## src/rtl/alu_cmd_ctrl.sv

```systemverilog
// UART command front-end for an ALU: collects opcode + two little-endian operands,
// issues one ALU request and streams the result (or an error byte) back out.
`timescale 1ns/1ps
module alu_cmd_ctrl #(
   parameter int unsigned OPERAND_WIDTH  = 32,
   parameter int unsigned TIMEOUT_CYCLES = 28000
) (
   input  logic                     clk_i,
   input  logic                     rst_ni,
   input  logic [7:0]               rx_data_i,
   input  logic                     rx_valid_i,
   output logic                     rx_ready_o,
   output logic [7:0]               tx_data_o,
   output logic                     tx_valid_o,
   input  logic                     tx_ready_i,
   output logic [2:0]               alu_op_o,
   output logic [OPERAND_WIDTH-1:0] alu_a_o,
   output logic [OPERAND_WIDTH-1:0] alu_b_o,
   output logic                     alu_valid_o,
   input  logic                     alu_ready_i,
   input  logic [OPERAND_WIDTH-1:0] alu_result_i,
   input  logic                     alu_result_valid_i,
   output logic                     busy_o,
   output logic                     err_o
);

   localparam int unsigned NBYTES = OPERAND_WIDTH / 8;
   localparam int unsigned CNT_W  = $clog2(NBYTES);
   localparam int unsigned IDX_W  = CNT_W + 3;
   localparam int unsigned TMO_W  = $clog2(TIMEOUT_CYCLES);

   localparam logic [2:0] S_IDLE     = 3'd0;
   localparam logic [2:0] S_RX_A     = 3'd1;
   localparam logic [2:0] S_RX_B     = 3'd2;
   localparam logic [2:0] S_ALU_REQ  = 3'd3;
   localparam logic [2:0] S_ALU_WAIT = 3'd4;
   localparam logic [2:0] S_TX_RES   = 3'd5;
   localparam logic [2:0] S_TX_ERR   = 3'd6;

   logic [2:0]               state_q, state_d;
   logic [7:0]               op_q, op_d;
   logic [OPERAND_WIDTH-1:0] a_q, a_d, b_q, b_d, res_q, res_d;
   logic [CNT_W-1:0]         cnt_q, cnt_d, nxt_cnt;
   logic [TMO_W-1:0]         tmo_q, tmo_d;
   logic [7:0]               tx_data_q, tx_data_d;
   logic                     tx_valid_q, tx_valid_d;
   logic                     alu_valid_q, alu_valid_d;
   logic                     busy_q, busy_d;
   logic                     err_q, err_d;
   logic                     rx_acc, tx_acc, last_byte, tmo_hit, op_ok;
   logic [IDX_W-1:0]         byte_idx, nxt_idx;

   // Input is accepted only while collecting a packet.
   assign rx_ready_o = (state_q == S_IDLE) || (state_q == S_RX_A) || (state_q == S_RX_B);

   assign tx_data_o   = tx_data_q;
   assign tx_valid_o  = tx_valid_q;
   assign alu_op_o    = op_q[2:0];
   assign alu_a_o     = a_q;
   assign alu_b_o     = b_q;
   assign alu_valid_o = alu_valid_q;
   assign busy_o      = busy_q;
   assign err_o       = err_q;

   always_comb begin
      state_d     = state_q;
      op_d        = op_q;
      a_d         = a_q;
      b_d         = b_q;
      res_d       = res_q;
      cnt_d       = cnt_q;
      tmo_d       = tmo_q;
      tx_data_d   = tx_data_q;
      tx_valid_d  = tx_valid_q;
      alu_valid_d = alu_valid_q;
      err_d       = 1'b0;
      rx_acc      = rx_valid_i && rx_ready_o;
      tx_acc      = tx_valid_q && tx_ready_i;
      nxt_cnt     = cnt_q + CNT_W'(1);
      byte_idx    = {cnt_q, 3'b000};
      nxt_idx     = {nxt_cnt, 3'b000};
      last_byte   = (cnt_q == CNT_W'(NBYTES - 1));
      tmo_hit     = (tmo_q == TMO_W'(TIMEOUT_CYCLES - 1));
      op_ok       = (op_q[7:3] == 5'd0);

      case (state_q)
         S_IDLE: begin
            if (rx_acc) begin
               op_d    = rx_data_i;
               cnt_d   = '0;
               tmo_d   = '0;
               state_d = S_RX_A;
            end
         end
         S_RX_A, S_RX_B: begin
            if (rx_acc) begin
               tmo_d = '0;
               cnt_d = nxt_cnt;
               if (state_q == S_RX_A) a_d[byte_idx +: 8] = rx_data_i;
               else                   b_d[byte_idx +: 8] = rx_data_i;
               if (last_byte) begin
                  cnt_d = '0;
                  if (state_q == S_RX_A) begin
                     state_d = S_RX_B;
                  end else if (op_ok) begin
                     state_d     = S_ALU_REQ;
                     alu_valid_d = 1'b1;
                  end else begin
                     state_d    = S_TX_ERR;
                     err_d      = 1'b1;
                     tx_data_d  = 8'hEE;
                     tx_valid_d = 1'b1;
                  end
               end
            end else if (tmo_hit) begin
               // Stalled sender: drop the partial packet silently apart from err_o.
               state_d = S_IDLE;
               err_d   = 1'b1;
               a_d     = '0;
               b_d     = '0;
               cnt_d   = '0;
               tmo_d   = '0;
            end else begin
               tmo_d = tmo_q + TMO_W'(1);
            end
         end
         S_ALU_REQ, S_ALU_WAIT: begin
            if (state_q == S_ALU_REQ && alu_ready_i) begin
               alu_valid_d = 1'b0;
               state_d     = S_ALU_WAIT;
            end
            // Result may arrive in the same cycle the request is accepted.
            if (alu_result_valid_i && (state_q == S_ALU_WAIT || alu_ready_i)) begin
               res_d      = alu_result_i;
               tx_data_d  = alu_result_i[7:0];
               tx_valid_d = 1'b1;
               cnt_d      = '0;
               state_d    = S_TX_RES;
            end
         end
         S_TX_RES: begin
            if (tx_acc) begin
               if (last_byte) begin
                  tx_valid_d = 1'b0;
                  cnt_d      = '0;
                  state_d    = S_IDLE;
               end else begin
                  cnt_d     = nxt_cnt;
                  tx_data_d = res_q[nxt_idx +: 8];
               end
            end
         end
         S_TX_ERR: begin
            if (tx_acc) begin
               tx_valid_d = 1'b0;
               state_d    = S_IDLE;
            end
         end
         default: state_d = S_IDLE;
      endcase

      busy_d = (state_d != S_IDLE);
   end

   always_ff @(posedge clk_i or negedge rst_ni) begin
      if (!rst_ni) begin
         state_q     <= S_IDLE;
         op_q        <= '0;
         a_q         <= '0;
         b_q         <= '0;
         res_q       <= '0;
         cnt_q       <= '0;
         tmo_q       <= '0;
         tx_data_q   <= '0;
         tx_valid_q  <= 1'b0;
         alu_valid_q <= 1'b0;
         busy_q      <= 1'b0;
         err_q       <= 1'b0;
      end else begin
         state_q     <= state_d;
         op_q        <= op_d;
         a_q         <= a_d;
         b_q         <= b_d;
         res_q       <= res_d;
         cnt_q       <= cnt_d;
         tmo_q       <= tmo_d;
         tx_data_q   <= tx_data_d;
         tx_valid_q  <= tx_valid_d;
         alu_valid_q <= alu_valid_d;
         busy_q      <= busy_d;
         err_q       <= err_d;
      end
   end

endmodule

```

## config.mk

```make
export PLATFORM = sky130hd
export DESIGN_NAME = alu_cmd_ctrl
export DESIGN_NICKNAME = d
export VERILOG_FILES = /design/src/rtl/alu_cmd_ctrl.sv
export SDC_FILE = /design/constraint.sdc
export NUM_CORES = 1
export LEC_CHECK = 0
export ABC_AREA = 1
export CORE_MARGIN = 2
export CORE_UTILIZATION = 57
export CTS_CLUSTER_DIAMETER = 60
export DETAILED_ROUTE_END_ITERATION = 6
export PLACE_DENSITY = 0.94
export SYNTH_ARGS = -nofsm -noshare
export SYNTH_HDL_FRONTEND = slang
export SYNTH_SLANG_ARGS = --single-unit
```

## constraint.sdc

```tcl
create_clock -name clk_i -period 4.55 [get_ports clk_i]
set_input_delay 1.1375 -clock clk_i [delete_from_list [all_inputs] [get_ports clk_i]]
set_output_delay 1.1375 -clock clk_i [all_outputs]
set_load 0.02 [all_outputs]
```

==> results.toml, run 1 <==
[setup_path]
worstPathArrival_ns = 3.42
crit_path_start_kind = "register"
max_stage_delay_ns = 1.09
rr_worst_depth = 5
cp-startpoint = "cnt_q[0]"
r2r_end = "alu_a_o[4]"
r2r-start = "cnt_q[0]"
worstSetupEndpoint = "alu_a_o[4]"
cp.required_ns = 4.88
slowest_stage = "nor4_1"
rrSetupSlack_ns = 1.46
cp-end-kind = "register"
crit_chain = "inv_1 -> ha_1 -> nor4_1 -> nand3_1 -> o21ai_1"
path_class = "reg -> reg"
cp_max_fo = 18

[global_routing]
grt_pass1_vias = 5363
grt_max_degree = 113
grt_antenna_before_repair = 0
grt_util_all_layers_pct = 26.7
overflow = 0
grt_pass1_wl_um = 26800

[logic_synthesis]
syn_nets = 786
ys_seq_area_share_pct = 49.9
yosys.area.top_type = "dfrtp_1"
yosys-top-cells-count = "nand2_1 (214), dfrtp_1 (136), inv_1 (61), nand3_1 (59), o21ai_2 (48)"
synth_cells = 733
ys_ff_latch = 136
synth_top_flop_cell = "dfrtp_1"
synth_cell_types = 44
synthMostInstantiatedCell = "nand2_1"
synth_area_leaders = "dfrtp_1 (50%), nand2_1 (12%), o21ai_2 (6.2%), nand3_1 (4.3%), mux2_1 (3.5%)"
synth_edf_count = 0
post_synth.cell_area_avg_um2 = 9.31
synth_top_area_share_pct = 49.9
synth_async_sr_flop_share_pct = 100
syn_area_um2 = 6820
yosys_warnings = 0

[cells_and_area]
syn_to_final_growth_pct = 28.0
fin_nets = 907
diodes = 0
drive_above_1_share_pct = 14.6

[place]
port_buffers = 125
place_congestion = 0.865
dp_worst_setup_slack_ns = 1.25
hpwl_um = 11400

[power]
vdd_drop_max_mv = 0.499
powerDensity_nw_per_um2 = 588
power_mw = 5.13
power.leakage_nw = 3.92

[timing]
fin_ws_ns = 1.46
slew_viol_final = 0
maxSlewHeadroom_pct = 18.7
fin_crit_sh_pct = 68.0
worstMarginPinSlew_ns = 1.21
layout_min_cycle_time_ns = 3.09
tns_ns = 0
fmax_mhz = 323
hold_violations = 0
rsz0062_at_grt = "false"
whs_ns = 0.479
clock_skew_ns = 0.00697
setup_viol = 0

[floorplanning]
die_y_um = 113
design.core.area_um2 = 11600
start_util_pct = 59.0
die_w_um = 113
die_area_um2 = 12900
row_count = 39
ioPinCount = 126

[clock_network]
cts_hold_buf = 0
root_buffer = "clkbuf_16"
clk_pin_slew_ns = 0.06
h-tree-depth = 4
cts_setup_buffers = 0
cts_made_buffers = 17
cts_resized = 0
cts_tree = "built"
clock_path_buffers = 2
clock_latency_ns = 0.42
clock_sinks = 136

[detailed_routing]
dr.pass1.iters = 5
wl_per_cell_um = 16.4
vias = 5573
drt_iter0_drc = 467
drt_wl_total_um = 16500
vias_per_cell = 5.52
drtAntennaViolNets = 0
drc = 0

[run]
max-cap-violations = 0

[outcome]
status = "finished clean"

[min_path]
min_from = "alu_b_o[30]"
hold_path.class = "reg -> reg"
-- metrics by stage --
stage | cell area [µm²] | utilization, % | std cells
2_1_floorplan | 6820 | - | 733
3_3_place_gp | 8070 | 69.8 | 978
3_5_place_dp | 8070 | 69.8 | 978
4_1_cts | 8730 | 75.5 | 1010
5_1_grt | 8730 | 75.5 | 1010
6_report | 8730 | 75.5 | 1010
-- how the worst min path moves through the flow --
stage / to / cells past startpoint
5_1_grt: alu_b_o[30] / 2
6_report: alu_b_o[30] / 2
2_1_floorplan: op_q[4] / 2
4_1_cts: op_q[3] / 2
3_5_place_dp: op_q[3] / 2
3_3_place_gp: res_q[12] / 1
-- worst max-delay path: cells and delay by family (launching register included) --
kind,cells,cell delay [ns]
simple gates,2,1.37
fa+ha+maj,1,0.56
buf+inv,1,0.46
flops,1,0.37
compound gates,1,0.25
-- state kept, by name, indices dropped and copies added (netlist names) --
| name | cells |
|---|---|
| state_q | 3 |
| tx_valid_o | 1 |
| op_q | 8 |
| cnt_q | 2 |
| err_o | 1 |
| alu_a_o | 32 |
| alu_valid_o | 1 |
| tmo_q | 15 |
| alu_b_o | 32 |
| res_q | 32 |
| busy_o | 1 |
| tx_data_o | 8 |
-- cell type report --
type / instances / area [µm²]
Sequential cell: 136 / 3400
Clock inverter: 6 / 133
Clock buffer: 26 / 529
Timing Repair Buffer: 127 / 1280
Fill cell: 733 / 2830
Inverter: 64 / 248
Tap cell: 143 / 179
Multi-Input combinational cell: 508 / 2960
-- cell families (layout without fill, tap and decap cells) --
group                    after synthesis  in the layout  share of synthesized area (%)
adder cells (fa/ha/maj)                7              7                           1.28
buffers and inverters                 89            223                           6.69
XOR/XNOR                               1              1                          0.128
multiplexers                          28             28                           4.62
AND/OR/NAND/NOR                      356            356                           25.8
AO/OA/AOI/OAI                        116            116                           11.6
flip-flops                           136            136                           49.9
-- where the power goes --
part | leakage (nW) | internal [mW] | switching (mW)
Combinational | 1.81 | 0.697 | 1.20
Sequential | 1.79 | 1.51 | 0.199
Clock | 0.323 | 1.02 | 0.496
Total | 3.92 | 3.23 | 1.90
-- routing by layer --
metal  GRT usage (%)  vias up  part of all wire, %
met5               0        -                    0
met4            8.86        0                  1.5
met3            6.38       23                  7.1
met2            43.9      230                   49
met1            35.4     2665                   42
li1                -     2655                    -
-- cells in the final DEF (no fill, tap or decap), types with 17 or more instances in the layout --
cell / instances
clkdlybuf4s50_1: 124
o21ai_0: 27
clkbuf_16: 17
o21ai_2: 48
inv_1: 61
o21ai_1: 18
dfrtp_1: 136
nor2_1: 33
nand2_1: 214
mux2_1: 21
nand3_1: 59
No activity file was read; power rests on OpenSTA's default activity.
==> run 2, diff against run 1 <==
--- a/config.mk
+++ b/config.mk
@@ -7,10 +7,10 @@
 export LEC_CHECK = 0
 export ABC_AREA = 1
 export CORE_MARGIN = 2
-export CORE_UTILIZATION = 57
+export CORE_UTILIZATION = 53
 export CTS_CLUSTER_DIAMETER = 60
 export DETAILED_ROUTE_END_ITERATION = 6
-export PLACE_DENSITY = 0.94
+export PLACE_DENSITY = 0.89
 export SYNTH_ARGS = -nofsm -noshare
 export SYNTH_HDL_FRONTEND = slang
 export SYNTH_SLANG_ARGS = --single-unit
==> constraint.sdc (replaced) <==
create_clock -name clk_i -period 2.9 [get_ports clk_i]
set_input_delay 0.725 -clock clk_i [delete_from_list [all_inputs] [get_ports clk_i]]
set_output_delay 0.725 -clock clk_i [all_outputs]
set_load 0.02 [all_outputs]
==> run 2 against run 1 <==
Combinational power grew 61%. Sequential cell count is the same. Clock skew grew 0.0040 ns. Cell count grew 3.5%. First-iteration DRC count grew 28%. Utilization shrank 6.2 points. Die area grew 7.3%. Sequential power grew 57%. Clock power grew 39%. Highest routed layer unchanged.
==> results.toml, run 2 (same netlist as run 1, synthesis figures left out) <==
[place]
hpwl_um = 11500
port_buffers = 125
numPlacedInstances = 1013
place_congestion = 0.891
dpl_cell_area_um2 = 8150

[timing]
hold_violations = 0
fmax_mhz = 387
clock_skew_ns = 0.0110
fin_crit_sh_pct = 89.0
slew_viol_final = 0
tns_ns = 0
rsz0062_at_grt = "false"
layout_min_cycle_time_ns = 2.58
setup_viol = 0
maxSlewHeadroom_pct = 48.5
worstMarginPinSlew_ns = 0.766

[run]
max-cap-violations = 0

[cells_and_area]
instances_no_fill = 1045
drive_above_1_share_pct = 15.3
seqCellArea_um2 = 3400
fin_area_um2 = 8740
final_common_cell = "nand2_1"
multi_input_area_um2 = 2960
final_cell_mix = "nand2_1 (214), dfrtp_1 (136), clkdlybuf4s50_1 (124), inv_1 (61), nand3_1 (59)"
syn_to_final_growth_pct = 28.1
fin_nets = 913
diodes = 0
nFillCells = 961

[detailed_routing]
wl_per_cell_um = 15.9
drtAntennaViolNets = 0
drt_wl_total_um = 16600
drc = 0
dr.pass1.iters = 5
vias = 5664
vias_per_cell = 5.42
drt_iter0_drc = 596

[power]
internal-power_mw = 4.81
power.leakage_nw = 3.91
seq_power_share_pct = 34.3
vdd_drop_max_mv = 0.638
clkPwrFrac_pct = 26.9
powerDensity_nw_per_um2 = 897
power_frac_comb_pct = 38.9
switching_share_pct = 38.7
p_switching_mw = 3.04

[clock_network]
cts_made_buffers = 17
clock_path_buffers = 2
cts_tree = "built"
h-tree-depth = 4
root_buffer = "clkbuf_16"
clock_latency_ns = 0.43
cts_setup_buffers = 0
clk_pin_slew_ns = 0.06
clock_sinks = 136
cts_hold_buf = 0
cts_resized = 0

[setup_path]
cp-end-kind = "output pin"
max_stage_delay_ns = 0.59
slowest_stage = "clkdlybuf4s50_1"
crit_chain = "nand2_2 -> nand2_4 -> inv_1 -> clkdlybuf4s50_1"
crit_path_start_kind = "register"
path_class = "reg -> out"
cp_max_fo = 6
cp.required_ns = 2.17
worstPathArrival_ns = 1.86

[floorplanning]
ioPinCount = 126
die_y_um = 117
row_count = 41
design.core.area_um2 = 12600
die_area_um2 = 13800
die_w_um = 117
start_util_pct = 54.1

[global_routing]
grt_pass1_vias = 5760
grt_antenna_before_repair = 0
overflow = 0
grt_pass1_wl_um = 28100
grt_max_degree = 72
grt_util_all_layers_pct = 25.4

[outcome]
status = "finished clean"

[min_path]
hold_path.class = "in -> async"
-- run 2: cell types whose count changed in the layout (fill, tap and decap cells not counted), moves of 2 or more --
| cell | change |
|---|---|
| clkbuf_8 | -2 |
| bufinv_16 | -3 |
| clkinv_4 | +3 |
| buf_4 | +5 |
-- run 2: critical path: cells and delay by family (launching register included) --
family / cells / cell delay, ns
buf+inv: 2 / 0.65
flops: 1 / 0.47
simple gates: 2 / 0.31
-- run 2: power by group through the flow --
stage | clock (mW) | combinational (mW) | sequential, mW
after floorplan | 0 | 1.99 | 2.80
after global placement | 0 | 2.90 | 2.68
after detailed placement | 0 | 3.00 | 2.70
after CTS | 2.13 | 3.04 | 2.68
after global routing | 2.21 | 3.35 | 2.73
final | 2.11 | 3.05 | 2.69
-- run 2: final cells by class --
class	count	area share (%)
sequential	136	38.9
multi-input combinational	508	33.9
timing repair buffer	133	15.2
clock buffer	23	5.70
inverter	64	2.83
tap	172	2.46
clock inverter	9	1.03
-- run 2: per-stage QoR --
| step | total power [mW] | hold slack (ns) | setup slack (ns) | util, % |
|---|---|---|---|---|
| after floorplan | 4.79 | 0.429 | 0.334 | - |
| after detailed placement | 5.70 | 0.469 | 0.338 | 64.6 |
| after CTS | 7.85 | 0.325 | 0.303 | 69.3 |
| final | 7.84 | 0.305 | 0.318 | 69.3 |
| after global routing | 8.30 | 0.353 | 0.252 | 69.3 |
| after global placement | 5.58 | 0.464 | 0.432 | 64.6 |
-- run 2: worst paths after layout --
path                       slack [ns]  cells after the start           to        start
setup / recovery                 0.32                      4   rx_ready_o   state_q[0]
hold / removal                   0.30                      1  alu_b_o[23]       rst_ni
setup reg to reg                 0.57                      7  alu_b_o[20]     cnt_q[0]
hold reg to reg                  0.48                      2  alu_b_o[16]  alu_b_o[16]
max in group asynchronous        1.91                      2     res_q[5]       rst_ni
min in group clk_i               0.48                      2  alu_b_o[16]  alu_b_o[16]
-- run 2: layer usage --
layer | track usage (%) | up-vias | part of all wire (%)
met5 | 0 | - | 0
met4 | 10.5 | 0 | 2.1
met3 | 6.20 | 35 | 6.9
met2 | 41.2 | 217 | 49
met1 | 32.8 | 2751 | 42
li1 | - | 2661 | -
==> RTL change, RTL diff (settings of run 2) <==
Set the parameter `TIMEOUT_CYCLES` to 56000 (it was 28000).
--- a/src/rtl/alu_cmd_ctrl.sv
+++ b/src/rtl/alu_cmd_ctrl.sv
@@ -3,7 +3,7 @@
 `timescale 1ns/1ps
 module alu_cmd_ctrl #(
    parameter int unsigned OPERAND_WIDTH  = 32,
-   parameter int unsigned TIMEOUT_CYCLES = 28000
+   parameter int unsigned TIMEOUT_CYCLES = 56000
 ) (
    input  logic                     clk_i,
    input  logic                     rst_ni,
Check against the original RTL: same outputs for any inputs over 4 cycles, from zero or initial values and one cycle with rst_ni low; that may be too few to reach the edited logic, so the function may still have changed.
==> RTL change against run 2 <==
- combinational power shrank 5%
- worst hold slack lost 0.063 ns
- synthesized area increased by 1.6%
- first-iteration DRC count increased by 24%
- largest cell class unchanged
- setup slack better by 0.016 ns
- final cell count grew 12%
- count of clock-buffer cells in the layout shrank 1
- sequential cell count up 1
- design area up 2.4%
- sequential share of layout area fell by 0.64 points
- clock power rose by 21%
- routed wire length increased by 12%
- power increased by 4.0%
==> RTL change: results (changes against run 2) <==
ys_seq_area_share_pct: 49.5  # -0.42 points
rrSetupSlack_ns: 0.48  # -0.09 ns
drt_wl_total_mm: 18.5  # +12%
vias: 6474  # +14%
grt_max_degree: 76  # +5.6%
diodes: 0  # unchanged
r2r-end: "alu_a_o[7]$_DFFE_PN0P_"
hpwlAfterDp_mm: 12.5  # +8.5%
critPathLaunch: "state_q[2]$_DFF_PN0_"
grt_usage_pct: 27.5  # +2.2 points
drt-initial-drc-count: 742  # +24%
synth_area_leaders: "dfrtp_1 (49%), nand2_1 (17%), inv_1 (4.7%), nand4_1 (3.8%), o21ai_1 (3.3%)"
nNetsFinal: 1042  # +14%
fin_crit_sh_pct: 88.5  # -0.56 points
clock_skew_ns: 0.00817  # -0.00285 ns
dr.pass1.iters: 5  # unchanged
synthTopCellsByCount: "nand2_1 (309), dfrtp_1 (137), inv_1 (87)"
vdd_drop_max_mv: 0.481  # -25%
synth.distinct_cells: 35  # -20%
grt_pass1_vias: 6261  # +8.7%
place_ws_ns: 0.179  # -0.159 ns
finalSetupViolations: 0  # unchanged
drive_gt1_share_pct: 7.88  # -7.5 points
status: "complete, no violations"
worstMarginPinSlew_ns: 0.503  # -0.262 ns
ys_warn_count: 0  # unchanged
gp_congestion: 0.882  # -0.99%
p_leak_nw: 4.16  # +6.3%
critPathKind: "flip-flop to output port"
post_cts_resize_count: 0  # unchanged
cp_max_fo: 9  # +3
synthFlopType: "dfrtp_1"
rr_startpoint: "cnt_q[1]$_DFFE_PN0P_"
[RTL change: changes by cell type in the layout (fill, tap and decap cells not counted), moves of 5 or more]
| cell | delta |
|---|---|
| o21ai_1 | +28 |
| nand3_1 | -15 |
| mux2_1 | -21 |
| inv_1 | +26 |
| bufinv_16 | +5 |
| o21ai_2 | -47 |
| mux2_2 | -7 |
| nand2_1 | +95 |
| nor3_1 | +20 |
| nor2_1 | +13 |
| nand4_1 | +36 |
[RTL change: worst min path at each step]
stage                       startpoint                 endpoint  cells past startpoint
4_1_cts                         rst_ni  alu_b_o[10]$_DFFE_PN0P_                      1
3_5_place_dp    alu_a_o[3]$_DFFE_PN0P_   alu_a_o[3]$_DFFE_PN0P_                      2
6_report                        rst_ni   alu_b_o[8]$_DFFE_PN0P_                      1
3_3_place_gp   alu_a_o[28]$_DFFE_PN0P_  alu_a_o[28]$_DFFE_PN0P_                      2
5_1_grt                         rst_ni   alu_b_o[8]$_DFFE_PN0P_                      1
2_1_floorplan                   rst_ni   alu_a_o[0]$_DFFE_PN0P_                      0
[RTL change: cells by family (layout without fill, tap and decap cells)]
kind of cell | after synthesis | in the layout | share of synthesized area [%]
DFF | 137 | 137 | 49.5
adders and majority gates | 7 | 7 | 1.26
AOI/OAI and AO/OA | 92 | 92 | 6.86
and+or+nand+nor | 501 | 501 | 33.3
xor gates and xnor gates | 5 | 5 | 0.632
buffers and inverters | 130 | 260 | 8.48
[RTL change: metal layers]
metal | routed length, µm | track usage (%) | part of all wire, %
met1 | 7360 | 34.2 | 40
met2 | 9090 | 45.4 | 49
met3 | 1320 | 6.08 | 7.1
met4 | 768 | 13.6 | 4.1
met5 | 0 | 0 | 0
[RTL change: layout make-up]
type | instances | area, µm²
clock inverter | 10 | 210
timing repair buffer | 135 | 1340
multi-input combinational | 605 | 2920
inverter | 93 | 354
fill | 911 | 3720
sequential | 137 | 3430
clock buffer | 22 | 494
tap | 172 | 215
[RTL change: stage by stage]
stage	cell area (µm²)	utilization [%]	instances	hold slack (ns)
floorplan	6930	-	872	0.429
global placement	8250	65.1	1142	0.455
detailed placement	8250	65.1	1142	0.463
CTS	8950	70.7	1174	0.258
global route	8950	70.7	1174	0.286
finish	8950	70.7	1174	0.242
[RTL change: power by group]
| part | internal [mW] | total, mW | switching [mW] |
|---|---|---|---|
| Combinational | 0.999 | 2.89 | 1.89 |
| Sequential | 2.40 | 2.71 | 0.310 |
| Clock | 1.73 | 2.56 | 0.827 |
